[config.mk]
export PLATFORM = sky130hd
export DESIGN_NAME = countdown_timer_bcd
export DESIGN_NICKNAME = d
export VERILOG_FILES = /design/src/rtl/responder_pkg.sv /design/src/rtl/bcd_digit_dec.sv /design/src/rtl/countdown_timer_bcd.sv
export SDC_FILE = /design/constraint.sdc
export NUM_CORES = 1
export LEC_CHECK = 0
export CAP_MARGIN = 20
export CORE_MARGIN = 4
export CORE_UTILIZATION = 57
export DETAILED_ROUTE_END_ITERATION = 10
export PLACE_DENSITY = 0.81
export SYNTH_ARGS = -nofsm -noshare
export SYNTH_HDL_FRONTEND = slang
export SYNTH_SLANG_ARGS = --single-unit
export TNS_END_PERCENT = 30
[constraint.sdc]
create_clock -name CLK -period 3.2 [get_ports CLK]
set_input_delay 0.48 -clock CLK [delete_from_list [all_inputs] [get_ports CLK]]
set_output_delay 0.48 -clock CLK [all_outputs]
set_load 0.05 [all_outputs]
[src/rtl/responder_pkg.sv]
// Shared types and helpers for the responder answer-window timer.
package responder_pkg;

    typedef enum logic [1:0] {IDLE, RUN, PAUSED, EXPIRED} timer_state_t;

    localparam logic [3:0] BCD_BLANK = 4'hA;

    function automatic logic bcd_valid(input logic [3:0] nibble);
        return nibble <= 4'd9;
    endfunction

    // Elaboration-time binary to BCD, up to four digits, digit 0 in the LSBs.
    function automatic logic [15:0] bin_to_bcd(input int unsigned value);
        int unsigned v;
        logic [15:0] r;
        v = value;
        r = '0;
        for (int i = 0; i < 4; i++) begin
            r[4*i +: 4] = 4'(v % 10);
            v = v / 10;
        end
        return r;
    endfunction

endpackage

[src/rtl/bcd_digit_dec.sv]
// One BCD digit of the countdown: decrements when enabled, borrows out on 0 -> 9.
module bcd_digit_dec (
    input  logic [3:0] d,
    input  logic       dec_en,
    output logic [3:0] q,
    output logic       borrow
);

    always_comb begin
        q      = d;
        borrow = 1'b0;
        if (dec_en) begin
            if (d == 4'd0) begin
                q      = 4'd9;
                borrow = 1'b1;
            end else begin
                q = d - 4'd1;
            end
        end
    end

endmodule

[src/rtl/countdown_timer_bcd.sv]
// Answer-window BCD countdown with pause, runtime preset, buzzer and lockout.
// Define TIMER_WARN_EN to add short warning beeps during the last three seconds.
module countdown_timer_bcd
    import responder_pkg::*;
#(
    parameter int CLK_HZ         = 50_000_000,
    parameter int TICK_DIV       = CLK_HZ,
    parameter int DIGITS         = 2,
    parameter int DEFAULT_PRESET = 9,
    parameter int BUZZ_TICKS     = 1
) (
    input  logic                CLK,
    input  logic                RST,
    input  logic                Start,
    input  logic                Pause,
    input  logic                Clear,
    input  logic                Set_Time,
    input  logic [4*DIGITS-1:0] Set_Val,
    output logic [4*DIGITS-1:0] Timer_Digits,
    output logic                Running,
    output logic                Time_Over,
    output logic                Buzzer_TimeOver,
    output logic                LED_OverTime,
    output logic                Block_Sel
);

    localparam int NW = 4 * DIGITS;
    localparam int PW = (TICK_DIV > 1) ? $clog2(TICK_DIV) : 1;
    localparam int BW = $clog2(BUZZ_TICKS + 1);

    localparam logic [15:0]   DEF_BCD16 = bin_to_bcd(DEFAULT_PRESET);
    localparam logic [NW-1:0] DEF_BCD   = DEF_BCD16[NW-1:0];
    localparam logic [NW-1:0] BLANK_ALL = {DIGITS{BCD_BLANK}};
    localparam logic [PW-1:0] PS_LAST   = PW'(TICK_DIV - 1);
    localparam logic [BW-1:0] BUZZ_INIT = BW'(BUZZ_TICKS);

    timer_state_t  state, state_n;
    logic [NW-1:0] preset, count_dec, count_n;
    logic [PW-1:0] presc, presc_n;
    logic [BW-1:0] buzz_cnt, buzz_n;
    logic          tick, do_expire, set_ok, warn;
    logic          blk_n, tov_n, buzz_o_n;
    logic [DIGITS:0] dec_en;
    logic          unused_borrow;

    assign tick      = (presc == PS_LAST);
    assign dec_en[0] = tick;

    for (genvar i = 0; i < DIGITS; i++) begin : g_dig
        bcd_digit_dec u_dig (
            .d      (Timer_Digits[4*i +: 4]),
            .dec_en (dec_en[i]),
            .q      (count_dec[4*i +: 4]),
            .borrow (dec_en[i+1])
        );
    end
    assign unused_borrow = dec_en[DIGITS];

    always_comb begin
        set_ok = 1'b1;
        for (int i = 0; i < DIGITS; i++)
            if (!bcd_valid(Set_Val[4*i +: 4])) set_ok = 1'b0;
    end

    always_comb begin
        state_n   = state;
        count_n   = Timer_Digits;
        presc_n   = presc;
        buzz_n    = buzz_cnt;
        blk_n     = Block_Sel;
        tov_n     = 1'b0;
        do_expire = 1'b0;
        case (state)
            IDLE: begin
                presc_n = '0;
                if (Start) begin
                    if (preset == '0) begin
                        do_expire = 1'b1;
                    end else begin
                        state_n = RUN;
                        count_n = preset;
                    end
                end
            end
            RUN, PAUSED: begin
                // PAUSED is left as soon as Pause drops, so the held phase resumes that cycle.
                if (Pause) begin
                    state_n = PAUSED;
                end else begin
                    state_n = RUN;
                    presc_n = tick ? '0 : presc + 1'b1;
                    if (tick) begin
                        count_n = count_dec;
                        if (count_dec == '0) do_expire = 1'b1;
                    end
                end
            end
            EXPIRED: begin
                presc_n = tick ? '0 : presc + 1'b1;
                if (tick && buzz_cnt != '0) buzz_n = buzz_cnt - 1'b1;
            end
            default: state_n = IDLE;
        endcase
        if (do_expire) begin
            state_n = EXPIRED;
            count_n = '0;
            presc_n = '0;
            buzz_n  = BUZZ_INIT;
            blk_n   = 1'b1;
            tov_n   = 1'b1;
        end
        if (Clear) begin
            state_n = IDLE;
            count_n = BLANK_ALL;
            presc_n = '0;
            buzz_n  = '0;
            blk_n   = 1'b0;
            tov_n   = 1'b0;
        end
    end

`ifdef TIMER_WARN_EN
    localparam int WARN_CYC = TICK_DIV / 8;
    assign warn = (state_n == RUN) && (count_n != '0) && (count_n <= NW'(3)) &&
                  (int'(presc_n) < WARN_CYC);
`else
    assign warn = 1'b0;
`endif

    assign buzz_o_n = ((state_n == EXPIRED) && (buzz_n != '0)) || warn;

    always_ff @(posedge CLK) begin
        if (RST) begin
            state           <= IDLE;
            preset          <= DEF_BCD;
            presc           <= '0;
            buzz_cnt        <= '0;
            Timer_Digits    <= BLANK_ALL;
            Running         <= 1'b0;
            Time_Over       <= 1'b0;
            Buzzer_TimeOver <= 1'b0;
            LED_OverTime    <= 1'b0;
            Block_Sel       <= 1'b0;
        end else begin
            state           <= state_n;
            presc           <= presc_n;
            buzz_cnt        <= buzz_n;
            Timer_Digits    <= count_n;
            Running         <= (state_n == RUN) || (state_n == PAUSED);
            Time_Over       <= tov_n;
            Buzzer_TimeOver <= buzz_o_n;
            LED_OverTime    <= buzz_o_n;
            Block_Sel       <= blk_n;
            if (Set_Time && set_ok) preset <= Set_Val;
        end
    end

endmodule

==> flow_summary.yaml <==
outcome:
  status: "completed"
finish:
  antenna_cells: 0
  syn_to_final_growth_pct: 15.52
  layout-drive-gt1-share: 0.05108
  fin_util: 0.6763
  final_nets: 391
sta:
  period_share: 0.8663
  skew_ps: 8.890
  slew_viol_final: 0
  slew_headroom: 0.5427
  hold_viol: 0
  setup_tns_ps: 0
  fmax_mhz: 360.7
  worst_slew_pin_slew_ps: 676.4
  rsz0062_at_grt: "false"
  fin_crit_ps: 2772
  worst_slack_ps: 427.8
  setup-violations-final: 0
global_route:
  grt_pass1_wl_um: 11860
  grt_max_degree: 22
  grt_antenna_before_repair: 0
  grt-ovfl-total: 0
  grt_use_total: 0.2418
  grt_pass1_vias: 2558
clock_tree:
  clk_latency_ps: 310
  clock_path_buffers: 2
  cts.clk_slew.worst_paths_ps: 90
  root_buffer: "clkbuf_8"
  cts.sinks: 49
  hold_buffers: 0
  cts_tree: "done"
  cts_buffers: 5
  htreeDepth: 2
  post_cts_buffers: 0
  cts-resized-gates: 0
floorplanning:
  dieArea_um2: 6030
  ios: 27
  coreArea_um2: 4723
  fp.dieH_um: 77.65
  dieWidth_um: 77.65
  start_util: 0.5854
  placementRows: 25
critical_path:
  cp.arrival_ps: 2950
  crit_fanout: 14
  critPathKind: "flip-flop to flip-flop"
  rr_startpoint: "state[1]"
  crit_start: "state[1]"
  reg2reg_slack_ps: 430
  cp_data_required_time_ps: 3380
  cp_slowest_cell: "ha_1"
  crit_path_start_kind: "flip-flop"
  cpPeakStageDelay_ps: 520
  path_cells: "inv_1 -> ha_1 -> nor4bb_1 -> nand3_1 -> o31ai_2 -> a211oi_1 -> nor3b_1 -> ha_1 -> nor2b_1"
  cp_common_cell: "ha_1"
  cp-end-kind: "flip-flop"
pwr:
  leakage_nw: 1.045
  vdd_drop_max_uv: 244.9
  p_per_area_nw_per_um2: 396.2
  finalPower_mw: 1.266
placement:
  place_hpwl_um: 4949
  routabilityCongestion: 0.9347
  preCtsSetupSlack_ps: 390.2
  port_buffers: 26
logic_synthesis:
  yosysUniqueCellTypes: 51
  synth_flop_cell: "dfxtp_1"
  yosys_warnings: 0
  synth_edf_count: 0
  yosysSeqAreaShare: 0.3548
  synth.net_count: 370
  synth_area_per_cell_um2: 7.900
  ys_async_sr_fraction: 0
  syn-cell-area_um2: 2765
  synth_cells: 350
  ys_ff_latch: 49
detailed_routing:
  vias_per_cell: 6.050
  first_iter_violations: 199
  ant_nets: 0
  drt-pass1-iter-count: 4
  drc: 0
  drt_wl_total_um: 6726
  dr_total_vias: 2656
  wl_per_cell_um: 15.32
run:
  timing.max_cap.violations: 0
worst_hold_path:
  hp-class: "flip-flop to flip-flop"
  worstHoldStart: "Block_Sel"
state kept, by name (all words and copies together), names as in the netlist, 2 cells and up:
name,flops
Timer_Digits,8
presc,26
preset,8
state,2
placed cells by master (no fill, tap or decap), types with 4 or more instances in the layout:
cell type	instances
or4_1	10
clkbuf_8	5
nor2_1	50
nand4_1	6
nor3_1	10
a21oi_1	18
clkdlybuf4s50_1	26
a211oi_1	6
nor4_1	12
nand4b_1	4
o211ai_1	5
xnor2_1	20
a31oi_1	4
nor2b_1	4
nand3_1	13
inv_1	7
dfxtp_1	49
and2_1	6
mux2i_1	4
o21ai_0	12
or3_1	4
and3_1	5
a21o_1	4
nand2_1	30
buf_4	6
ha_1	6
cells in the mapped netlist (all sizes together), types with 4 or more instances:
| library cell | number | area, um2 |
|---|---|---|
| nor2 | 50 | 187.7 |
| dfxtp | 49 | 980.9 |
| nand2 | 30 | 112.6 |
| xnor2 | 20 | 175.2 |
| a21oi | 18 | 90.09 |
| nand3 | 13 | 65.06 |
| o21ai | 13 | 65.06 |
| clkbuf | 12 | 45.04 |
| nor4 | 12 | 75.07 |
| or4 | 11 | 86.33 |
| nor3 | 10 | 50.05 |
| inv | 7 | 26.28 |
| a211oi | 6 | 45.04 |
| and2 | 6 | 37.54 |
| buf | 6 | 35.03 |
| ha | 6 | 75.07 |
| nand4 | 6 | 37.54 |
| and3 | 5 | 31.28 |
| o211ai | 5 | 37.54 |
| a21o | 4 | 30.03 |
| a31oi | 4 | 25.02 |
| mux2i | 4 | 40.04 |
| nand4b | 4 | 35.03 |
| nor2b | 4 | 25.02 |
| o31ai | 4 | 30.03 |
| or3 | 4 | 25.02 |
cell families (layout without fill, tap and decap cells):
logic type                 count (synthesis)  in the layout  synth area share
adders and majority gates                  6              6           0.02715
buffers and inverters                     26             48           0.03982
DFF                                       49             49            0.3548
xor gates and xnor gates                  21             21           0.06652
AOI/OAI and AO/OA                         71             71            0.1679
muxes                                      4              4           0.01448
and+or+nand+nor                          173            173            0.3294
report_power, final:
part | switching (mW) | internal [mW]
sequential | 0.0193 | 0.624
clock | 0.218 | 0.234
combinational | 0.101 | 0.0691
total | 0.338 | 0.927
cell type report:
class / count / area [um2]
timing repair buffer: 32 / 305.3
sequential: 49 / 980.9
fill: 427 / 1529
tap: 67 / 83.83
clock inverter: 3 / 46.29
clock buffer: 5 / 68.82
inverter: 8 / 30.03
multi-input combinational: 275 / 1679
worst max-delay path, delay by kind of cell, from the launching register on:
kind                       cells  cell delay [ps]
DFF                            1              400
adders and majority gates      2              790
buffers and inverters          1              100
and+or+nand+nor                4              860
AOI/OAI and AO/OA              2              500
worst paths after layout:
| path | cells past startpoint | endpoint |
|---|---|---|
| worst max register to register | 9 | Running |
| worst min-delay path | 2 | Block_Sel |
| worst min register to register | 2 | Block_Sel |
| worst max-delay path | 9 | Running |
stage by stage:
step / hold WS [ps] / std cells / cell area [um2]
after global routing: 534.2 / 439 / 3194
after CTS: 485.2 / 439 / 3189
final: 481.5 / 439 / 3194
after detailed placement: 462.8 / 431 / 3074
after global placement: 458.0 / 431 / 3074
after floorplan: 452.9 / 350 / 2765
per-layer routing:
layer	vias up	GRT usage	routed length, um
met5	-	0	0
met4	0	0.1032	131
met3	11	0.04756	348
met2	74	0.3870	3135
met1	1260	0.3158	3110
li1	1311	-	-
Power figures use the tool's default switching activity.
